==> config.mk <==
export PLATFORM = sky130hd
export DESIGN_NAME = br_arb_escritura
export DESIGN_NICKNAME = d
export VERILOG_FILES = /design/src/rtl/br_arb_escritura.sv
export SDC_FILE = /design/constraint.sdc
export NUM_CORES = 1
export LEC_CHECK = 0
export BUFFER_PORTS_ARGS = -buffer_cell sky130_fd_sc_hd__buf_4
export CORE_MARGIN = 2
export CORE_UTILIZATION = 40
export CTS_CLUSTER_DIAMETER = 100
export DETAILED_ROUTE_END_ITERATION = 8
export PLACE_DENSITY_LB_ADDON = 0.05
export RECOVER_POWER = 100
export SLEW_MARGIN = 20
export SYNTH_ARGS = -nofsm -noshare
export SYNTH_HDL_FRONTEND = slang
export SYNTH_SLANG_ARGS = --single-unit
==> constraint.sdc <==
create_clock -name clk -period 2.95 [get_ports clk]
set_clock_uncertainty 0.05 [all_clocks]
set_input_delay 0.4425 -clock clk [delete_from_list [all_inputs] [get_ports clk]]
set_output_delay 0.4425 -clock clk [all_outputs]
set_load 0.03 [all_outputs]
==> src/rtl/br_arb_escritura.sv <==
// Write-port arbiter for the 32x32 register bank BR.
// Two writeback requesters (0: ALU, 1: load unit) share BR's single write
// port through a valid/ready handshake. The winning write is registered and
// drives a3/wd3/we directly, so it lands in BR one edge after the transfer.
module br_arb_escritura #(
   parameter int unsigned DATA_W       = 32,
   parameter int unsigned ADDR_W       = 5,
   parameter bit          ZERO_PROTECT = 1'b1,
   parameter int unsigned CNT_W        = 16
) (
   input  logic              clk,
   input  logic              rst_n,
   input  logic              hold,
   input  logic              req0_valid,
   input  logic [ADDR_W-1:0] req0_addr,
   input  logic [DATA_W-1:0] req0_data,
   output logic              req0_ready,
   input  logic              req1_valid,
   input  logic [ADDR_W-1:0] req1_addr,
   input  logic [DATA_W-1:0] req1_data,
   output logic              req1_ready,
   output logic              br_we,
   output logic [ADDR_W-1:0] br_a3,
   output logic [DATA_W-1:0] br_wd3,
   output logic              last_grant,
   output logic [CNT_W-1:0]  wr_count
);

   logic              br_we_q, br_we_d;
   logic [ADDR_W-1:0] br_a3_q, br_a3_d;
   logic [DATA_W-1:0] br_wd3_q, br_wd3_d;
   logic              last_grant_q, last_grant_d;
   logic [CNT_W-1:0]  wr_count_q, wr_count_d;

   logic              grant0, grant1;
   logic              xfer;
   logic              sel_id;
   logic [ADDR_W-1:0] sel_addr;
   logic [DATA_W-1:0] sel_data;
   logic              suppress;

   // Round-robin grant: a lone requester always wins; under contention the
   // requester that did not win last time goes first.
   always_comb begin
      grant0 = 1'b0;
      grant1 = 1'b0;
      if (rst_n && !hold) begin
         if (req0_valid && req1_valid) begin
            grant0 = last_grant_q;
            grant1 = !last_grant_q;
         end else begin
            grant0 = req0_valid;
            grant1 = req1_valid;
         end
      end
   end

   assign req0_ready = grant0;
   assign req1_ready = grant1;

   // Grants already imply valid, so a grant is a transfer.
   assign xfer     = grant0 | grant1;
   assign sel_id   = grant1;
   assign sel_addr = grant1 ? req1_addr : req0_addr;
   assign sel_data = grant1 ? req1_data : req0_data;
   // Register 0 is hard-wired; the write completes its handshake but never
   // reaches BR nor counts as committed.
   assign suppress = ZERO_PROTECT && (sel_addr == '0);

   // Next-state for the registered write port, grant history and counter.
   always_comb begin
      br_we_d      = 1'b0;
      br_a3_d      = br_a3_q;
      br_wd3_d     = br_wd3_q;
      last_grant_d = last_grant_q;
      wr_count_d   = wr_count_q;
      if (xfer) begin
         br_a3_d      = sel_addr;
         br_wd3_d     = sel_data;
         last_grant_d = sel_id;
         if (!suppress) begin
            br_we_d    = 1'b1;
            wr_count_d = wr_count_q + CNT_W'(1);
         end
      end
   end

   // State registers with synchronous active-low reset; a reset drops any
   // write that was about to issue.
   always_ff @(posedge clk) begin
      if (!rst_n) begin
         br_we_q      <= 1'b0;
         br_a3_q      <= '0;
         br_wd3_q     <= '0;
         last_grant_q <= 1'b1;
         wr_count_q   <= '0;
      end else begin
         br_we_q      <= br_we_d;
         br_a3_q      <= br_a3_d;
         br_wd3_q     <= br_wd3_d;
         last_grant_q <= last_grant_d;
         wr_count_q   <= wr_count_d;
      end
   end

   assign br_we      = br_we_q;
   assign br_a3      = br_a3_q;
   assign br_wd3     = br_wd3_q;
   assign last_grant = last_grant_q;
   assign wr_count   = wr_count_q;

endmodule
* Word-level counts from Yosys, hierarchy flattened
Cells that the tools add are included.
** Cells by class
- Reductions and logical operators :: 7
- $add $sub $neg :: 1
- Muxes and demuxes :: 7
- Bitwise logic cells :: 2
** Operators by type and width (number)
- $mux W32 :: 1
- $add A16 B1 Y16 const B :: 1
- $logic_not A5 Y1 :: 1
- $mux W1 :: 5
- $mux W5 :: 1
- $reduce_and A2 Y1 :: 2
- $logic_and A1 B1 Y1 :: 2
- $logic_not A1 Y1 :: 2
- $not A1 Y1 :: 1
- $or A1 B1 Y1 :: 1
** Storage, ports and cells
- Bits of input ports :: 79
- Register bits after elaboration :: 55
- Word-level logic and storage cells :: 22

* Depth between registers and ports, before layout
- Depth in word-level cells :: 7
- Mapped depth :: 7
- Gate-level depth less buffers :: 5

* Worst setup path after synthesis
Ideal clock, no wire load.
- Path type :: reg2out
- Start point :: reg last_grant_q (netlist: last_grant)
- End point :: out req1_ready
- Setup slack :: 0.879 ns
- Arrival time :: 1.579 ns
- Stages on the path, launching flop included :: 7
- Data required time :: 2.457 ns
- Path through :: dfxtp_1 -> and2_1 -> or2_2 -> clkbuf_1 -> buf_2 -> buf_4 -> inv_1
** On the way
- Word-level cells in the longest chain between the ends :: 3
** RTL lines
- from (decl) :: line 32 : logic last_grant_q, last_grant_d;
- from (signal assigned) :: line 101 : last_grant_q <= last_grant_d;
- $logic_not A1 Y1 :: line 50 : grant1 = !last_grant_q;
- $mux W1 :: line 48 : if (req0_valid && req1_valid) begin
- $mux W1 :: line 47 : if (rst_n && !hold) begin
- to (decl) :: line 21 : output logic req1_ready,
No other way between the ends.

* Worst setup path in the final report
Ends and elaborated chain as after synthesis.

==> flow_summary.ini <==
[status]
outcome = finished clean

[placement]
place_area_um2 = 3590
gp_routability_congestion = 0.775
io_buffers = 135
place_hpwl_mm = 4.81

[yosys]
ys_types = 37
synth_fp_nets = 351
synthCells = 271
ys_seq_area_share_pct = 43.3
ys.flop_type = dfxtp_1
syn_area_per_cell_um2 = 9.38
synth_edf_count = 0
synth_area_um2 = 2540
yosys_warnings = 0
async_flop_share_pct = 0
synth_seq_cells = 55

[power]
pwr-share-comb_pct = 20.6
swShare_pct = 28.5
pwr-share-clk_pct = 26.4
p_per_area_nw_per_um2 = 436
seq_power_share_pct = 53.0
p_int_w = 0.00108
p_sw_w = 0.000430
p_leak_nw = 1.58
ir_worst_vdd_mv = 0.241

[die]
ios = 136
fp.dieArea_um2 = 7010
die_x_um = 83.7
core_area_um2 = 6240
die_height_um = 83.7
start_util_pct = 40.7
rows = 29

[run]
cap_violations = 0

[finish]
nets = 477
area_growth_pct = 35.9
drive_above_1_share_pct = 23.4
n_antenna_cell = 0
final_cell_area_um2 = 3450

[timing]
final.min_clock_period_ns = 2.27
max_slew_margin_pct = 45.3
rsz0062_at_grt = no
hold_viol_final = 0
finalCritPeriodShare_pct = 77.0
fin_tns_setup_ns = 0
tightest_slew_ns = 0.821
whs_ns = 0.360
setup_viol = 0
max_freq_mhz = 440
drv_slew = 0

[setup_path]
path_max_fanout = 16
required_ns = 2.46
crit_path_start_kind = flip-flop
criticalPathCategory = reg -> out
cp-end-kind = output port
cp.arrival_ns = 1.78
r2r.worst_path.cells = 5

[cts]
cts.htree.levels = 2
cts.sinks = 55
cts_tree = done
post-cts-setup-buffers = 0
cts-resized-gates = 0
cts_hold_buf = 0
cts.clk_slew.worst_paths_ns = 0.09
cts_root_buf = clkbuf_8
numCtsBuffers = 5
clkLatencyLatePin_ns = 0.30
clockBufferDepth = 2

[worst_hold_path]
hold_depth = 2
hold_path_class = in -> reg

[route]
wl_per_cell_um = 13.7
vias = 2457
routed_wl_mm = 6.49
drtPass1Iterations = 4
drt_iter0_drc = 50
viasPerCell = 5.17
drtAntennaViolNets = 0
drc = 0

[global_route]
track_usage_pct = 18.4
grt_antenna_before_repair = 0
grt_pass1_vias = 2242
grt_pass1_wl_mm = 10.6
overflow = 0
grt_max_degree = 55
-- state kept, by name, indices dropped and copies added, names as in the netlist --
name	cells
br_a3	5
br_wd3	32
br_we	1
last_grant	1
wr_count	16
-- final cells by class --
cell class,instances,area (µm²)
Fill cell,636,2790
Multi-Input combinational cell,192,1320
Sequential cell,55,1100
Timing Repair Buffer,139,842
Tap cell,77,96.3
Clock buffer,7,76.3
Inverter,4,15.0
Clock inverter,1,5.00
-- routing by layer --
metal  GRT usage [%]  vias to the layer above  part of all wire, %
li1                -                     1258                    -
met4            4.11                        0                 0.91
met5               0                        -                    0
met2            31.0                       87                   48
met3            5.64                        4                  7.6
met1            23.1                     1108                   43
-- worst paths after layout --
| path | end | slack [ns] | start |
|---|---|---|---|
| setup / recovery | req1_ready | 0.68 | last_grant |
| hold / removal | last_grant | 0.36 | req1_valid |
| setup reg to reg | wr_count[10] | 0.97 | last_grant |
| hold reg to reg | wr_count[3] | 0.45 | wr_count[3] |
-- cell families (layout without fill, tap and decap cells) --
family | after synthesis | count (layout) | synth area share (%)
multiplexers | 42 | 42 | 16.5
XOR/XNOR | 1 | 1 | 0.345
AND/OR/NAND/NOR | 88 | 88 | 17.6
flip-flops | 55 | 55 | 43.3
buffers and inverters | 24 | 151 | 4.53
adder cells (fa/ha/maj) | 1 | 1 | 0.492
AO/OA/AOI/OAI | 60 | 60 | 17.1
-- cell usage in the layout (no fill, tap or decap), types with 4 or more instances in the layout --
master,synthesis,routed
nand2_1,11,12
dfxtp_1,55,55
clkbuf_8,0,5
a21oi_1,5,5
or4_1,3,4
o21ai_0,5,5
nor2_1,40,40
and3_1,4,4
a211oi_1,37,37
buf_4,3,81
nand2b_1,5,5
or3_1,4,4
nand4_1,5,5
mux2i_1,42,42
clkbuf_1,11,59
-- through the flow --
step	worst slack (ns)	instances	util, %	power [W]
after global routing	0.363	475	55.4	0.00159
final	0.678	475	55.4	0.00151
after detailed placement	0.607	467	57.6	0.00116
after global placement	0.640	467	57.6	0.00116
after CTS	0.806	475	58.9	0.00156
after floorplan	0.879	271	-	0.00100
-- synthesized netlist by cell type, types with 3 or more instances --
cell | instances | area share [%]
nand2_1 | 11 | 1.6
mux2i_1 | 42 | 17
buf_4 | 3 | 0.89
nand4_1 | 5 | 1.2
nor2_1 | 40 | 5.9
o31ai_1 | 3 | 0.89
and3_1 | 4 | 0.98
buf_2 | 5 | 0.98
nand3_1 | 3 | 0.59
inv_1 | 3 | 0.44
o41ai_1 | 3 | 1.0
o21ai_0 | 5 | 0.98
a211oi_1 | 37 | 11
nand2b_1 | 5 | 1.2
or4_1 | 3 | 0.89
a21oi_1 | 5 | 0.98
clkbuf_1 | 11 | 1.6
or3_1 | 4 | 0.98
o311ai_0 | 3 | 1.0
dfxtp_1 | 55 | 43
-- worst max-delay path, cell delays in order, from the launching register on --
cell and delay, ns:
dfxtp_1 0.36, and2_0 0.18, or2_2 0.52, inv_1 0.11
clkbuf_1 0.31
-- power by group through the flow --
stage | registers [W] | logic, W | clock network (W)
2_1_floorplan | 0.000887 | 0.000113 | 0
3_3_place_gp | 0.000815 | 0.000342 | 0
3_5_place_dp | 0.000817 | 0.000346 | 0
4_1_cts | 0.000800 | 0.000346 | 0.000410
5_1_grt | 0.000805 | 0.000341 | 0.000444
6_report | 0.000799 | 0.000311 | 0.000398
Note: power is estimated with default switching activity, not from simulation.
